`config.mk`:
```
export PLATFORM = sky130hd
export DESIGN_NAME = if_fetch_queue
export DESIGN_NICKNAME = d
export VERILOG_FILES = /design/src/rtl/if_fetch_queue.sv
export SDC_FILE = /design/constraint.sdc
export NUM_CORES = 1
export LEC_CHECK = 0
export ABC_AREA = 1
export BUFFER_PORTS_ARGS = -buffer_cell sky130_fd_sc_hd__buf_2
export CORE_MARGIN = 3
export CORE_UTILIZATION = 30
export DETAILED_ROUTE_END_ITERATION = 8
export GPL_TIMING_DRIVEN = 1
export PLACE_DENSITY = 0.52
export SLEW_MARGIN = 20
export SYNTH_ARGS = -nofsm -noshare
export SYNTH_HDL_FRONTEND = slang
export SYNTH_SLANG_ARGS = --single-unit
```
`constraint.sdc`:
```
create_clock -name clk -period 4.6 [get_ports clk]
set_input_delay 0.92 -clock clk [delete_from_list [all_inputs] [get_ports clk]]
set_output_delay 0.92 -clock clk [all_outputs]
set_load 0.03 [all_outputs]
```
`src/rtl/if_fetch_queue.sv`:
```
// if_fetch_queue: sequential fetch into a DEPTH-entry queue with redirect flush.
// Define IF_PERF_CNT_EN to add the perf_fetched/perf_flushed counters.
module if_fetch_queue #(
  parameter int XLEN = 32,
  parameter int DEPTH = 4,
  parameter logic [XLEN-1:0] RESET_PC = '0
) (
  input  logic            clk,
  input  logic            rst,
  input  logic            br_taken,
  input  logic [XLEN-1:0] br_pc,
  input  logic [XLEN-1:0] br_offset,
  output logic            mem_req_valid,
  input  logic            mem_req_ready,
  output logic [XLEN-1:0] mem_req_addr,
  input  logic            mem_rsp_valid,
  input  logic [XLEN-1:0] mem_rsp_data,
  output logic            out_valid,
  input  logic            out_ready,
  output logic [XLEN-1:0] out_pc,
  output logic [XLEN-1:0] out_instr
`ifdef IF_PERF_CNT_EN
  ,
  output logic [31:0]     perf_fetched,
  output logic [31:0]     perf_flushed
`endif
);

  localparam int PW = $clog2(DEPTH);
  localparam int CW = PW + 1;
  localparam logic [CW:0] CREDITS = (CW+1)'(DEPTH);

  logic [XLEN-1:0] fetchPc;
  logic [XLEN-1:0] pcQ [DEPTH];
  logic [XLEN-1:0] instrQ [DEPTH];
  logic [DEPTH-1:0] filled;
  logic [PW-1:0] allocPtr;
  logic [PW-1:0] fillPtr;
  logic [PW-1:0] headPtr;
  logic [CW-1:0] occ;
  logic [CW-1:0] pend;
  logic [CW-1:0] dropCnt;

  logic [CW:0] credit;
  logic reqOk;
  logic issue;
  logic headValid;
  logic pop;
  logic fill;
  logic rspDrop;
  logic rspCons;
  logic [XLEN-1:0] target;

  // occ + dropCnt bounds entries plus stale responses still owed
  assign credit = {1'b0, occ} + {1'b0, dropCnt};
  assign reqOk = !rst && !br_taken && (credit < CREDITS);
  assign issue = reqOk && mem_req_ready;

  assign mem_req_valid = reqOk;
  assign mem_req_addr = fetchPc;

  assign headValid = (occ != '0) && filled[headPtr];
  assign pop = headValid && out_ready;
  assign out_valid = headValid;
  assign out_pc = headValid ? pcQ[headPtr] : '0;
  assign out_instr = headValid ? instrQ[headPtr] : '0;

  assign rspDrop = mem_rsp_valid && (dropCnt != '0);
  assign rspCons = mem_rsp_valid && ((dropCnt != '0) || (pend != '0));
  assign fill = mem_rsp_valid && (dropCnt == '0) && (pend != '0) && !br_taken;

  assign target = br_pc + (br_offset << 2);

  always_ff @(posedge clk or posedge rst) begin
    if (rst) begin
      fetchPc <= RESET_PC;
      filled <= '0;
      allocPtr <= '0;
      fillPtr <= '0;
      headPtr <= '0;
      occ <= '0;
      pend <= '0;
      dropCnt <= '0;
    end else if (br_taken) begin
      fetchPc <= target;
      filled <= '0;
      allocPtr <= '0;
      fillPtr <= '0;
      headPtr <= '0;
      occ <= '0;
      pend <= '0;
      // every still-unanswered request becomes a response to discard
      dropCnt <= dropCnt + pend - CW'(rspCons);
    end else begin
      if (issue) begin
        fetchPc <= fetchPc + XLEN'(4);
        allocPtr <= allocPtr + PW'(1);
        filled[allocPtr] <= 1'b0;
      end
      if (fill) begin
        filled[fillPtr] <= 1'b1;
        fillPtr <= fillPtr + PW'(1);
      end
      if (pop) headPtr <= headPtr + PW'(1);
      if (rspDrop) dropCnt <= dropCnt - CW'(1);
      occ <= occ + CW'(issue) - CW'(pop);
      pend <= pend + CW'(issue) - CW'(fill);
    end
  end

  always_ff @(posedge clk) begin
    if (issue) pcQ[allocPtr] <= fetchPc;
    if (fill) instrQ[fillPtr] <= mem_rsp_data;
  end

`ifdef IF_PERF_CNT_EN
  logic [CW-1:0] flushEnt;
  logic rspGone;
  logic [32:0] flushSum;

  assign flushEnt = br_taken ? (occ - CW'(pop)) : '0;
  assign rspGone = mem_rsp_valid &&
                   ((dropCnt != '0) || (br_taken && (pend != '0)));
  assign flushSum = {1'b0, perf_flushed} + 33'(flushEnt) + 33'(rspGone);

  always_ff @(posedge clk or posedge rst) begin
    if (rst) begin
      perf_fetched <= '0;
      perf_flushed <= '0;
    end else begin
      if (pop && (perf_fetched != '1)) perf_fetched <= perf_fetched + 32'd1;
      perf_flushed <= flushSum[32] ? '1 : flushSum[31:0];
    end
  end
`endif

endmodule

```
==> run metrics <==
Flop pwr share 48.0%; Post-synth EDFFs 256; # rows 82; Die W 234 um; # clock sinks 307; Reg area 0.00897 mm2; Core ar. ~0.051 mm2; most frequent cells after synthesis 363 x nor2_1, 292 x nand2_1, 256 x edfxtp_1; Pleak around 7.7 nW; postcts setup bufs 0; outcome completed; Comb pwr share 14.0%; worst-margin pin slew about 1000 ps; Ys Warns 0; fin cells 2562; Synth Net Count 1829; total global-route track usage 15.5%; post-synth top area share 49.5%; async set-reset flop share out of synthesis roughly 17%; Yosys top cell by area edfxtp_1; area occupied by multi-input gates about 0.0057 mm2; Starting DRT DRC Count 562; flops & latches, synth ~310; drc violations 0; Area Overhead vs Synth 18.4%; ANT cells 0; Worst Hold Class in2async; number of global-route vias before repair approximately 12000; die height 234 um; clock buffer depth 3; Fin. Hold Viols 0; total number of vias roughly 12000; Post-Place Cells between 2000 and 3000; I/O Buffers a little under 200; max cap viols 0; synth top area cells edfxtp_1 50%, nor2_1 8.8%, dfrtp_1 8.2%; Hold Buf Count CTS 0; f_max 244 MHz; worst skew pair latency 590 ps; first-pass GRT wire length 66400 um; Post-Route Skew 22.0 ps; final WL 43000 um; sw frac 27.6%; Seq/Total Area, Yosys 57.7%; net switching power between 1.5 and 2 mW; max-slew violations 0; min Tclk post-route between 4000 and 5000 ps; final-layout fill cell count between 5000 and 6000; final setup fails 0; RSZ-0062 raised after global routing no; Netlist cell types 47; share of layout cells above drive strength 1 roughly 17%; crit path cell chain buf_4 > buf_4 > nor2_1 > nor2_1 > o21ai_0 > a21oi_1 > buf_2; Resized cells post-CTS 0; layout net count 2020; CTS tree yes; WP buf/inv 3; setup TNS 0 ps; count leader, synth nor2_1; Top FF cell, synth edfxtp_1; routed length per instance 16.8 um; Slowest-stage cell, CP buf_4; Worst slew margin approximately a third; CP peak stage delay 830 ps; HPWL after DPL 29300 um; antenna violations before repair 0; Final GP Congestion 0.863; Clock Tree Root clkbuf_16; Worst-path clk slew 60 ps; CP Data Required Time 3680 ps; R2R setup slack 1450 ps; Setup CP Type reg2out; DRT Pass-1 Iters 5; WHS roughly 320 ps; Clock power frac between 30% and 40%; period utilization about nine tenths; worst-path fanout max 85; Avg Inst Size Synth slightly above 9 um2; IO Count 200; via/cell ratio 4.69; Max VDD drop 0.000242 V; delay-heaviest family, CP buffers and inverters; GR Overflow Total 0; Final ANT Viol Nets 0; mapped cell area 0.0155 mm2; CP startpoint kind flip-flop; die area ~0.055 mm2; internal power 5.10 mW; pin count of the biggest net entering global routing 101; htree depth 1; Initial Utilization 30.6%; CP Data Arrival Time 3180 ps; Cells after Synth between 1500 and 2000; pwr dens 383 mW/mm2; Worst Setup End Kind output pin; CTS buffer count 31
[registers in the layout (all words and copies together) (netlist names), 3 cells and up]
name          count
dropCnt           3
filled            4
instrQ          128
mem_req_addr     32
occ               3
pcQ             128
pend              3
[final cells by class]
cell class                      count  area share (%)
Multi-Input combinational cell   1158            31.3
Tap cell                          672            4.57
Clock buffer                       37            4.61
Sequential cell                   307            48.8
Timing Repair Buffer              222            6.45
Inverter                          145            2.97
Clock inverter                     21            1.37
[final timing paths]
check,cells after the start,end,start
min in group clk,3,mem_req_addr[0]$_DFFE_PP0P_,br_pc[0]
worst max register to register,12,occ[2]$_DFF_PP0_,headPtr[0]$_DFFE_PP0P_
worst min-delay path,2,mem_req_addr[1]$_DFFE_PP0P_,rst
max in group asynchronous,3,mem_req_addr[23]$_DFFE_PP0N_,rst
worst min register to register,2,filled[1]$_DFF_PP0_,filled[1]$_DFF_PP0_
worst max-delay path,7,out_pc[4],headPtr[0]$_DFFE_PP0P_
[power groups by stage]
stage	registers [mW]	clock network, mW	logic [mW]
after floorplan	3.46	0	0.567
after global placement	3.43	0	0.985
after detailed placement	3.44	0	0.991
after CTS	3.38	2.75	0.997
after global routing	3.40	2.86	1.12
final	3.38	2.68	0.982
[logic make-up (layout without fill, tap and decap cells)]
group,Yosys count,in the layout,synth area share (%)
XOR/XNOR,25,25,1.41
AO/OA/AOI/OAI,309,309,10.4
buffers and inverters,209,425,5.58
flip-flops,307,307,57.7
adder cells (fa/ha/maj),53,53,4.46
AND/OR/NAND/NOR,771,771,20.4
[through the flow]
stage / setup WS [ps] / cell area [um2] / utilization (%) / total power, mW
floorplan: 884 / 15500 / - / 4.03
global placement: 966 / 17300 / 34.1 / 4.42
detailed placement: 972 / 17300 / 34.1 / 4.43
CTS: 319 / 18400 / 36.3 / 7.13
global route: 201 / 18400 / 36.3 / 7.38
finish: 499 / 18400 / 36.3 / 7.04
[metal layers]
layer | vias up | part of all wire, % | track usage (%)
met2 | 262 | 47 | 26.6
met1 | 5674 | 45 | 20.5
li1 | 6016 | - | -
met5 | - | 0 | 0
met3 | 52 | 5.8 | 2.62
met4 | 0 | 1.9 | 3.71
[cell usage in the layout (no fill, tap or decap), types with 7 or more instances in the layout]
master     count
nand2_1      292
edfxtp_1     256
ha_1          49
nand2_2        7
nor3_1        12
buf_2        197
nor2_1       355
dfrtp_1       49
nand4_1       11
clkinv_2       8
a21oi_1      113
nor2_2        10
inv_1        140
xnor2_1        8
xor2_1        17
clkbuf_16     31
nand3_1       51
o21ai_0      166
buf_4         24
(Power assumes the default switching activity.)
